<file path="src/rtl/instruction_fetch.sv">
// MIPS fetch stage: owns the PC, issues one instruction-memory request at a time
// and hands {instruction, pc, pc+4} to decode through a registered IF/ID slot.
module instruction_fetch #(
   parameter int                         ADDRESS_WIDTH = 32,
   parameter int                         DATA_WIDTH    = 32,
   parameter logic [ADDRESS_WIDTH-1:0]   RESET_VECTOR  = '0
) (
   input  logic                      clock,
   input  logic                      reset_n,
   output logic                      imem_req_valid,
   input  logic                      imem_req_ready,
   output logic [ADDRESS_WIDTH-1:0]  imem_addr,
   input  logic                      imem_resp_valid,
   input  logic [DATA_WIDTH-1:0]     imem_resp_data,
   input  logic                      stall,
   input  logic                      redirect_valid,
   input  logic [ADDRESS_WIDTH-1:0]  redirect_target,
   output logic                      id_valid,
   output logic [DATA_WIDTH-1:0]     id_instruction,
   output logic [ADDRESS_WIDTH-1:0]  id_pc,
   output logic [ADDRESS_WIDTH-1:0]  id_pc_plus4
);

   typedef enum logic [1:0] {S_REQ, S_WAIT, S_HOLD, S_DROP} state_t;

   typedef struct packed {
      logic [DATA_WIDTH-1:0]    instruction;
      logic [ADDRESS_WIDTH-1:0] pc;
      logic [ADDRESS_WIDTH-1:0] pc_plus4;
   } slot_t;

   state_t                   state, state_nxt;
   logic [ADDRESS_WIDTH-1:0] pc, pc_plus4, target_aligned;
   slot_t                    slot, hold;
   logic                     accept, slot_free;
   logic                     load_resp, hold_capture, hold_release;
   logic                     unused_target_lsbs;

   assign pc_plus4           = pc + ADDRESS_WIDTH'(4);
   assign target_aligned     = {redirect_target[ADDRESS_WIDTH-1:2], 2'b00};
   assign unused_target_lsbs = ^redirect_target[1:0];
   assign accept             = imem_req_valid && imem_req_ready;
   assign slot_free          = !id_valid || !stall;
   assign imem_addr          = pc;

   assign id_instruction = slot.instruction;
   assign id_pc          = slot.pc;
   assign id_pc_plus4    = slot.pc_plus4;

   always_ff @(posedge clock) begin
      if (!reset_n) state <= S_REQ;
      else          state <= state_nxt;
   end

   always_comb begin
      state_nxt = state;
      if (redirect_valid) begin
         case (state)
            S_REQ:  state_nxt = accept ? S_DROP : S_REQ;
            S_WAIT: state_nxt = imem_resp_valid ? S_REQ : S_DROP;
            S_HOLD: state_nxt = S_REQ;
            // a response landing with the redirect closes the old request
            S_DROP: state_nxt = imem_resp_valid ? S_REQ : S_DROP;
            default: state_nxt = S_REQ;
         endcase
      end else begin
         case (state)
            S_REQ:  if (accept) state_nxt = S_WAIT;
            S_WAIT: if (imem_resp_valid) state_nxt = slot_free ? S_REQ : S_HOLD;
            S_HOLD: if (!stall) state_nxt = S_REQ;
            S_DROP: if (imem_resp_valid) state_nxt = S_REQ;
            default: state_nxt = S_REQ;
         endcase
      end
   end

   always_comb begin
      imem_req_valid = reset_n && (state == S_REQ);
      load_resp      = !redirect_valid && (state == S_WAIT) && imem_resp_valid && slot_free;
      hold_capture   = !redirect_valid && (state == S_WAIT) && imem_resp_valid && !slot_free;
      hold_release   = !redirect_valid && (state == S_HOLD) && !stall;
   end

   always_ff @(posedge clock) begin
      if (!reset_n) begin
         pc       <= RESET_VECTOR;
         slot     <= '0;
         hold     <= '0;
         id_valid <= 1'b0;
      end else if (redirect_valid) begin
         pc       <= target_aligned;
         id_valid <= 1'b0;
      end else if (load_resp) begin
         slot     <= '{instruction: imem_resp_data, pc: pc, pc_plus4: pc_plus4};
         id_valid <= 1'b1;
         pc       <= pc_plus4;
      end else if (hold_capture) begin
         hold     <= '{instruction: imem_resp_data, pc: pc, pc_plus4: pc_plus4};
         pc       <= pc_plus4;
      end else if (hold_release) begin
         slot     <= hold;
         id_valid <= 1'b1;
      end else if (id_valid && !stall) begin
         id_valid <= 1'b0;
      end
   end

endmodule

</file>
<file path="config.mk">
export PLATFORM = sky130hd
export DESIGN_NAME = instruction_fetch
export DESIGN_NICKNAME = d
export VERILOG_FILES = /design/src/rtl/instruction_fetch.sv
export SDC_FILE = /design/constraint.sdc
export NUM_CORES = 1
export LEC_CHECK = 0
export BUFFER_PORTS_ARGS = -buffer_cell sky130_fd_sc_hd__buf_2
export CAP_MARGIN = 20
export CORE_MARGIN = 2
export CORE_UTILIZATION = 25
export CTS_BUF_LIST = sky130_fd_sc_hd__clkbuf_8
export CTS_CLUSTER_SIZE = 30
export DETAILED_ROUTE_END_ITERATION = 8
export GPL_ROUTABILITY_DRIVEN = 0
export PLACE_DENSITY = 0.55
export SLEW_MARGIN = 10
export SYNTH_ARGS = -nofsm -noshare
export SYNTH_HDL_FRONTEND = slang
export SYNTH_SLANG_ARGS = --single-unit
</file>
<file path="constraint.sdc">
create_clock -name clock -period 2 [get_ports clock]
set_clock_uncertainty 0.15 [all_clocks]
set_input_delay 0.1 -clock clock [delete_from_list [all_inputs] [get_ports clock]]
set_output_delay 0.1 -clock clock [all_outputs]
set_load 0.005 [all_outputs]
</file>
==> metrics.md <==
| Metric | Value |
|---|---|
| Status | `completed` |
| WS Path Type | `flip-flop to flip-flop` |
| Reg2Reg Capture Point | `hold[23]` |
| Data arrival, critical path | `2.31 ns` |
| Commonest non-fill, non-tap cell in the layout | `nand2_1` |
| Vias in the first global route | `9929` |
| Synthesis Warnings | `0` |
| Critical path required time | `2.34 ns` |
| Peak supply drop | `0.344 mV` |
| Count of input and output buffers | `191` |
| Total chip power | `10.2 mW` |
| Worst min path class | `input port to flip-flop` |
| Synth async-reset ratio | `0%` |
| Worst Hold Launch | `imem_resp_data[6]` |
| Final worst path period share | `98.3%` |
| Die height | `203 um` |
| Critical Path Sink Type | `flip-flop` |
| Clk slew on worst S/H paths | `0.06 ns` |
| Final wirelength | `38100 um` |
| DR DRC count | `0` |
| I/O pins | `200` |
| Seq/Total Area, Yosys | `43.8%` |
| Core area | `0.0389 mm^2` |
| Post-Syn Instances | `1245` |
| Final count of negative-setup-slack endpoints | `0` |
| GRT Total Usage | `17.7%` |
| Clock buffer count from CTS | `41` |
| Syn_area_per_cell | `7.97 um^2` |
| Detailed Place HPWL | `24000 um` |
| Layout cells sized above 1 | `27.3%` |
| Max-slew violation count | `0` |
| Net Sw Frac | `27.4%` |
| LEAKAGE | `5.05 nW` |
| Comb pwr share | `12.6%` |
| Grt ovf | `0` |
| Worst hold stages | `4` |
| Unique masters post-synth | `54` |
| Max Clk Rate | `0.509 GHz` |
| Fill cells | `4098` |
| Synth-to-layout area growth | `38.4%` |
| TritonCTS clock tree | `yes` |
| Die area | `0.0413 mm^2` |
| Synth Cell Area | `0.00993 mm^2` |
| First-pass GRT wire length | `57200 um` |
| Row count | `72` |
| Maximum clock path buffer count | `3` |
| Final min period | `1.97 ns` |
| Reg power frac | `44.9%` |
| Flops & latches, synth | `217` |
| EDFF count, synth | `0` |
| Most frequent cells in the layout | `nand2_1, dfxtp_1, buf_2` |
| Placed cell area | `0.0119 mm^2` |
| Pre-CTS WS | `-0.0651 ns` |
| CP peak stage delay | `0.36 ns` |
| Clk sink count | `217` |
| Clock Power Share | `42.4%` |
| Reg2reg start | `imem_addr[2]` |
| Via count | `10389` |
| Final setup margin | `0.0344 ns` |
| Final core occ | `35.3%` |
| Net Sw Power | `2.79 mW` |
| Initial drt markers | `553` |
| ANT nets after route | `0` |
| Max_cap viols | `0` |
| Startpoint Class | `flip-flop` |
| CP max FO | `9` |
| Unrepaired setup endpoints after global routing | `true` |
| Initial Util | `25.5%` |
| N_diodes | `0` |
| Die Width | `203 um` |
| Pre-antenna DRT Iters | `5` |
| Vias per cell | `5.04` |
| Hold Path End | `hold[70]` |
| PwrDens | `741 mW/mm^2` |
| Top FF cell, synth | `dfxtp_1` |
| Number of antenna violations at the first check in global routing | `0` |
| Internal | `7.39 mW` |
| Post-DR wirelength/cell | `18.5 um` |
| Slowest cell on the critical path | `dfxtp_4` |
| Clock latency at the later pin of the worst-skew pair | `0.57 ns` |
| Worst reg-to-reg path cell count | `7` |
| Crit-path cells | `buf_6 > and4_4 > nand4_1 > buf_4 > buf_2 > or3_1 > a31oi_1` |
| # nets final | `1586` |
| Design area | `0.0137 mm^2` |
| Flop2flop setup slack | `0.03 ns` |
| Clk root buf | `clkbuf_8` |
| H-tree depth | `2` |
| Pin count of the biggest net entering global routing | `91` |
| Fin. Hold Viols | `0` |
sequential cells by signal, summed over array words and instances (netlist names):
register	flops
hold	92
id_instruction	32
id_pc	30
id_pc_plus4	30
id_valid	1
imem_addr	30
state	2
critical path: cells and delay by family, from the launching register on:
| family | cells | cell delay (ns) |
|---|---|---|
| and+or+nand+nor | 3 | 0.70 |
| buffers and inverters | 3 | 0.49 |
| AOI/OAI and AO/OA | 1 | 0.18 |
| DFF | 1 | 0.36 |
cell families (layout without fill, tap and decap cells):
group,count (synthesis),after routing,synth area share (%)
xor+xnor,24,24,2.12
other cells,1,6,0.0378
compound gates,394,394,24.5
flops,217,217,43.8
fa+ha+maj,1,1,0.126
buf+inv,147,441,6.55
simple gates,444,444,21.0
mux,17,17,1.90
power by group through the flow:
stage / Clock [mW] / Sequential, mW / Combinational [mW]
detailed placement: 0 / 4.66 / 1.13
floorplan: 0 / 4.65 / 0.571
finish: 4.32 / 4.58 / 1.29
global route: 4.70 / 4.59 / 1.40
CTS: 4.50 / 4.57 / 1.25
global placement: 0 / 4.66 / 1.12
layer usage:
| metal | global-route usage, % | vias to the layer above | routed length [um] |
|---|---|---|---|
| met3 | 3.71 | 62 | 2470 |
| met4 | 7.51 | 0 | 1130 |
| met1 | 23.0 | 4967 | 17000 |
| li1 | - | 5017 | - |
| met5 | 0 | - | 0 |
| met2 | 28.4 | 343 | 17500 |
metrics by stage:
stage                     hold WS (ns)  cells  setup TNS [ns]
after floorplan                 0.0860   1250               0
after global placement           0.203   1907         -0.0684
after detailed placement         0.207   1907          -0.255
after CTS                        0.112   2052         -0.0167
after global routing             0.152   2062          -0.204
final                            0.179   2062               0
worst max path at each step:
| stage | to | startpoint | cells past startpoint | slack, ns |
|---|---|---|---|---|
| global route | hold[23] | imem_addr[2] | 7 | -0.05 |
| detailed placement | id_pc_plus4[30] | imem_addr[2] | 5 | -0.07 |
| CTS | hold[24] | imem_addr[2] | 6 | -0.01 |
| global placement | hold[28] | imem_addr[2] | 5 | -0.02 |
| floorplan | id_pc_plus4[26] | imem_addr[13] | 5 | 0.04 |
| finish | hold[23] | imem_addr[2] | 7 | 0.03 |
timing repair:
item	in CTS	in global routing
gates resized for setup	5	55
endpoints found under the setup margin	10	148
buffers inserted	4	5
hold endpoints to repair	167	0
hold buffers	68	0
cloned	1	5
pin swaps	2	4
synth_stat cells (all sizes together) (7+ instances only):
cell type / n / area (um^2)
nor2b: 15 / 93.8
a21oi: 153 / 766
nand3: 19 / 113
a311oi: 70 / 613
nand2: 275 / 1030
mux2: 15 / 169
xnor2: 15 / 131
xor2: 9 / 78.8
or4: 15 / 116
a31oi: 31 / 194
clkbuf: 80 / 300
nor3: 15 / 75.1
a211oi: 25 / 188
nand4: 16 / 106
dfxtp: 217 / 4340
nor4: 11 / 83.8
nor2: 30 / 115
and3: 7 / 43.8
o21ai: 82 / 410
or3: 21 / 131
buf: 61 / 328
and4: 7 / 61.3
layout make-up:
cell class	count	area [um^2]	area share, %
Clock buffer	53	729	5.31
Sequential cell	217	4370	31.8
Tap cell	518	648	4.72
Inverter	6	27.5	0.200
Multi-Input combinational cell	886	5140	37.4
Clock inverter	19	78.8	0.574
Timing Repair Buffer	363	2740	20.0
(Power assumes the default switching activity.)
